[config.mk]
export PLATFORM = sky130hd
export DESIGN_NAME = pattern_seq_ctrl
export DESIGN_NICKNAME = d
export VERILOG_FILES = /design/src/rtl/pattern_seq_ctrl_pkg.sv /design/src/rtl/pattern_seq_ctrl_cmp4.sv /design/src/rtl/pattern_seq_ctrl.sv
export SDC_FILE = /design/constraint.sdc
export NUM_CORES = 1
export LEC_CHECK = 0
export ABC_AREA = 1
export CORE_AREA = 8 8 60 62
export DETAILED_ROUTE_END_ITERATION = 10
export DIE_AREA = 0 0 68 70
export MAX_ROUTING_LAYER = met4
export PLACE_DENSITY = 0.7
export SYNTH_ARGS = -nofsm -noshare
export SYNTH_HDL_FRONTEND = slang
export SYNTH_HIERARCHICAL = 1
export SYNTH_SLANG_ARGS = --single-unit
export TNS_END_PERCENT = 1
[constraint.sdc]
create_clock -name clk -period 1.2 [get_ports clk]
set_input_delay 0.12 -clock clk [delete_from_list [all_inputs] [get_ports clk]]
set_output_delay 0.12 -clock clk [all_outputs]
set_load 0.03 [all_outputs]
[src/rtl/pattern_seq_ctrl_pkg.sv]
// Shared types and constants for the serial pattern sequence controller.
// No logic lives here.
// No flow control of its own.
package pattern_seq_ctrl_pkg;

    typedef enum logic [1:0] {
        ST_IDLE  = 2'd0,
        ST_SHIFT = 2'd1,
        ST_DONE  = 2'd2
    } state_t;

    localparam logic [3:0] PAT_0111  = 4'b0111;
    localparam logic [2:0] FILL_FULL = 3'd4;
    localparam logic [2:0] FILL_CMP  = 3'd3;

endpackage

[src/rtl/pattern_seq_ctrl_cmp4.sv]
// Exact 4-bit equality against a fixed pattern; a is the oldest bit.
// Purely combinational, zero latency.
// No backpressure.
module pattern_cmp4 #(
    parameter logic [3:0] PATTERN = 4'b0111
) (
    input  logic a,
    input  logic b,
    input  logic c,
    input  logic d,
    output logic o
);

    assign o = ({a, b, c, d} == PATTERN);

endmodule

[src/rtl/pattern_seq_ctrl.sv]
// Frame sequencer: shifts FRAME_LEN serial bits, pulses and counts pattern matches.
// match_pulse one cycle after the matching bit; done one cycle after the last bit.
// Source is paced by bit_valid only; gaps of any length hold all state.
module pattern_seq_ctrl
    import pattern_seq_ctrl_pkg::*;
#(
    parameter int         FRAME_LEN = 16,
    parameter int         CNT_W     = 5,
    parameter logic [3:0] PATTERN   = PAT_0111
) (
    input  logic             clk,
    input  logic             rst_n,
    input  logic             start,
    input  logic             cfg_overlap,
    input  logic             bit_in,
    input  logic             bit_valid,
    output logic             busy,
    output logic             match_pulse,
    output logic [CNT_W-1:0] match_cnt,
    output logic             done
);

    localparam logic [7:0]       LAST_IDX = 8'(FRAME_LEN - 1);
    localparam logic [CNT_W-1:0] CNT_MAX  = '1;

    state_t             state_q, state_d;
    // Only the three older bits are stored; the newest bit of the window is bit_in itself.
    logic [2:0]         window_q;
    logic [2:0]         fill_q, fill_d;
    logic [7:0]         bit_idx_q;
    logic               overlap_q;
    logic [CNT_W-1:0]   match_cnt_q;
    logic               match_pulse_q;

    logic               frame_start;
    logic               shift_en;
    logic               last_bit;
    logic               cmp_hit;
    logic               match_hit;

    assign frame_start = (state_q == ST_IDLE) && start;
    assign shift_en    = (state_q == ST_SHIFT) && bit_valid;
    assign last_bit    = shift_en && (bit_idx_q == LAST_IDX);
    assign match_hit   = shift_en && (fill_q >= FILL_CMP) && cmp_hit;

    pattern_cmp4 #(
        .PATTERN (PATTERN)
    ) u_cmp (
        .a (window_q[2]),
        .b (window_q[1]),
        .c (window_q[0]),
        .d (bit_in),
        .o (cmp_hit)
    );

    always_ff @(posedge clk or negedge rst_n) begin
        if (!rst_n) begin
            state_q <= ST_IDLE;
        end else begin
            state_q <= state_d;
        end
    end

    always_comb begin
        state_d = state_q;
        case (state_q)
            ST_IDLE:  if (start) state_d = ST_SHIFT;
            ST_SHIFT: if (last_bit) state_d = ST_DONE;
            ST_DONE:  state_d = ST_IDLE;
            default:  state_d = ST_IDLE;
        endcase
    end

    always_comb begin
        busy = 1'b0;
        done = 1'b0;
        case (state_q)
            ST_SHIFT: busy = 1'b1;
            ST_DONE:  done = 1'b1;
            default:  ;
        endcase
    end

    // Non-overlap restarts the fill so the next match needs four fresh bits.
    always_comb begin
        fill_d = fill_q;
        if (match_hit && !overlap_q) begin
            fill_d = 3'd0;
        end else if (fill_q != FILL_FULL) begin
            fill_d = fill_q + 3'd1;
        end
    end

    always_ff @(posedge clk or negedge rst_n) begin
        if (!rst_n) begin
            window_q      <= 3'd0;
            fill_q        <= 3'd0;
            bit_idx_q     <= 8'd0;
            overlap_q     <= 1'b0;
            match_cnt_q   <= '0;
            match_pulse_q <= 1'b0;
        end else begin
            match_pulse_q <= match_hit;
            if (frame_start) begin
                window_q    <= 3'd0;
                fill_q      <= 3'd0;
                bit_idx_q   <= 8'd0;
                match_cnt_q <= '0;
                overlap_q   <= cfg_overlap;
            end else if (shift_en) begin
                window_q  <= {window_q[1:0], bit_in};
                fill_q    <= fill_d;
                bit_idx_q <= bit_idx_q + 8'd1;
                if (match_hit && (match_cnt_q != CNT_MAX)) begin
                    match_cnt_q <= match_cnt_q + CNT_W'(1);
                end
            end
        end
    end

    assign match_pulse = match_pulse_q;
    assign match_cnt   = match_cnt_q;

endmodule

==> flow_summary.json <==
{
  "setup_viol_count_final": 14,
  "crit_start": "match_cnt[0]$_DFFE_PN0P_",
  "grtUsageMet2_pct": 21.6,
  "grtUsageTotal_pct": 12.8,
  "synth_cell_type_count": 23,
  "cap_violations": 0,
  "synth_xor_area_share_pct": 2.10,
  "route.vias.total": 1134,
  "arrival_ns": 1.61,
  "rows": 19,
  "period_minus_slack_ns": 1.38,
  "numCtsBuffers": 3,
  "grt_pass1_wl_mm": 4.84,
  "cts_tree": "done",
  "synth_compound_area_share_pct": 8.38,
  "antenna_cells": 0,
  "drc": 0,
  "reg2reg_slack_ns": -0.18,
  "cp.required_ns": 1.44,
  "post_cts_buffers": 0,
  "rsz0062_at_grt": "true",
  "grt_max_degree": 24,
  "clk_pin_slew_ns": 0.13,
  "slew_headroom_pct": 80.3,
  "cts_hold_buf": 0,
  "fillers": 220,
  "grt_overflow": 0,
  "die_y_um": 70,
  "netlist_area_um2": 1250,
  "ys_seq_area_share_pct": 45.9,
  "hold_class": "primary input to async pin",
  "die-area_um2": 4760,
  "synthTopCellsByArea": "dfrtp_1 (46%), nand2_1 (9.6%), inv_1 (8.4%)",
  "htreeDepth": 1,
  "io_pins": 14,
  "synth_mux_area_share_pct": 0,
  "r2r-start": "match_cnt[0]$_DFFE_PN0P_",
  "synth_nets": 162,
  "synth_edf_count": 0,
  "wl_mm": 2.69,
  "first_pass_iters": 4,
  "slew_viol_final": 0,
  "place.gp.congestion": 0.811,
  "slowest_stage": "dfrtp_2",
  "final_util_pct": 64.2,
  "crit_fanout": 6,
  "timing.final.crit_share_pct": 115,
  "met3_usage_pct": 2.07,
  "violations": "setup timing",
  "synth-seq-cells": 23,
  "hold_viol_final": 0,
  "wl_per_cell_um": 12.1,
  "die_width_um": 68,
  "vdd_ir_drop_max_mv": 1.54,
  "synth_top_family_by_area": "simple AND/OR/NAND/NOR gates",
  "drive_above_1_share_pct": 34.0,
  "cts_root_buf": "clkbuf_4",
  "skew_ns": 0.00469,
  "path_cells": "ha_4 > nand2_1 > nor2_1 > ha_2 > o21ai_4 > nand2_1 > o21ai_1",
  "netlist.area_leader.share_pct": 45.9,
  "cpMostUsedCell": "nand2_1",
  "r2r-end": "match_cnt[3]$_DFFE_PN0P_",
  "grt_pass1_vias": 1177,
  "fp.coreArea_um2": 2660,
  "async_reset_ff_share_pct": 100,
  "syn_avg_cell_area_um2": 8.36,
  "critical_path_class": "register to register",
  "synthAdderAreaFrac_pct": 5.99,
  "r2r_cells": 7,
  "vias_per_cell": 5.11,
  "use_met1_pct": 14.2,
  "hpwl_mm": 2.10,
  "p_total_mw": 4.00,
  "layout.nets": 204,
  "synthCells": 150,
  "clock_latency_ns": 0.30,
  "tightest_slew_ns": 0.296,
  "synth_top_flop_cell": "dfrtp_1",
  "yosysTopAreaCell": "dfrtp_1",
  "antenna_found_initial": 0,
  "status": "complete, but fails checks",
  "port_buffers": 13,
  "power_density_nw_per_um2": 2340,
  "area_growth_pct": 36.3,
  "synthSimpleGateAreaFrac_pct": 28.6,
  "p_leak_nw": 0.872,
  "fmax_ghz": 0.727,
  "fin_ws_ns": -0.175,
  "cp-endpoint": "match_cnt[3]$_DFFE_PN0P_",
  "slowest_delay_ns": 0.45,
  "antenna_left": 0,
  "initial_utilization_pct": 47.1,
  "clock_sinks": 23,
  "crit_path_start_kind": "register",
  "critPathCaptureType": "register",
  "synth_warnings": 6,
  "holdWs_ns": 0.149,
  "drtIter0Drc": 27,
  "grt-busiest-layer": "met2",
  "clockBufferDepth": 2
}
-- metal layers --
metal,share of wire [%],vias up
met4,0.71,0
met3,1.8,2
met5,0,-
met1,43,554
li1,-,568
met2,55,10
-- synth_stat cells (2+ instances only) --
| library cell | n |
|---|---|
| o21ai_0 | 11 |
| dfrtp_1 | 23 |
| nand4_1 | 7 |
| a21oi_1 | 2 |
| nor2_4 | 2 |
| nand2_2 | 2 |
| xor2_1 | 3 |
| inv_1 | 28 |
| nor3_1 | 4 |
| nor2_1 | 10 |
| ha_1 | 6 |
| nand3_1 | 10 |
| nand2_1 | 32 |
-- sequential cells by signal, indices dropped and copies added, names as in the netlist --
name	flops
overlap_q	1
fill_q	3
match_pulse	1
bit_idx_q	8
window_q	3
match_cnt	5
state_q	2
-- how the worst min path moves through the flow --
stage,end,start,slack [ns],cells after the start
2_1_floorplan,bit_idx_q[0]$_DFFE_PN0P_,rst_n,-0.18,0
3_3_place_gp,window_q[2]$_DFFE_PN0P_,window_q[2]$_DFFE_PN0P_,0.47,2
3_5_place_dp,bit_idx_q[1]$_DFFE_PN0P_,rst_n,0.50,2
4_1_cts,bit_idx_q[1]$_DFFE_PN0P_,rst_n,0.15,2
5_1_grt,bit_idx_q[4]$_DFFE_PN0P_,rst_n,0.17,2
6_report,state_q[0]$_DFFE_PN0P_,rst_n,0.15,2
-- cell usage in the layout (no fill, tap or decap), drive strengths merged --
master and instances:
a32o 1, clkdlybuf4s50 5, o21ai 13, dfrtp 23
a21oi 2, clkdlybuf4s15 1, nor3 5, buf 32
a22o 1, xor2 3, ha 6, nand4 7
nor3b 1, nand2 35, nand3 11, clkbuf 4
inv 28, nor2 13
-- cells by family after synthesis --
group / Yosys count
adders and majority gates: 6
and+or+nand+nor: 72
xor gates and xnor gates: 3
buffers and inverters: 29
AOI/OAI and AO/OA: 17
DFF: 23
-- worst max-delay path, delay by kind of cell (launching register included) --
kind / cells / cell delay (ns)
AOI/OAI and AO/OA: 2 / 0.30
adders and majority gates: 2 / 0.37
DFF: 1 / 0.45
and+or+nand+nor: 3 / 0.19
-- repair_timing --
item | 4_1_cts | 5_1_grt
resized for setup | 17 | 15
pin swaps | 7 | 6
endpoints found under the setup margin | 20 | 25
-- through the flow --
step	cells	setup WS [ns]	area [um^2]	TNS, ns
2_1_floorplan	150	-0.128	1270	-0.949
3_3_place_gp	218	-0.263	1610	-3.48
3_5_place_dp	218	-0.316	1610	-3.96
4_1_cts	222	-0.216	1660	-1.77
5_1_grt	222	-0.268	1710	-2.98
6_report	222	-0.175	1710	-1.52
-- power breakdown --
| group | internal, mW | total [mW] | leakage [nW] | switching (mW) |
|---|---|---|---|---|
| Combinational | 1.04 | 2.28 | 0.572 | 1.25 |
| Clock | 0.129 | 0.354 | 0.0150 | 0.224 |
| Sequential | 1.12 | 1.36 | 0.284 | 0.245 |
| Total | 2.28 | 4.00 | 0.872 | 1.72 |
-- final cells by class --
class | count | area (um^2) | area share, %
repair buffers | 38 | 319 | 18.7
multi-input cells | 98 | 642 | 37.6
flip-flops and latches | 23 | 578 | 33.8
inverters | 28 | 105 | 6.15
clock buffers | 4 | 26.3 | 1.54
well taps | 31 | 38.8 | 2.27
Power figures use the tool's default switching activity.
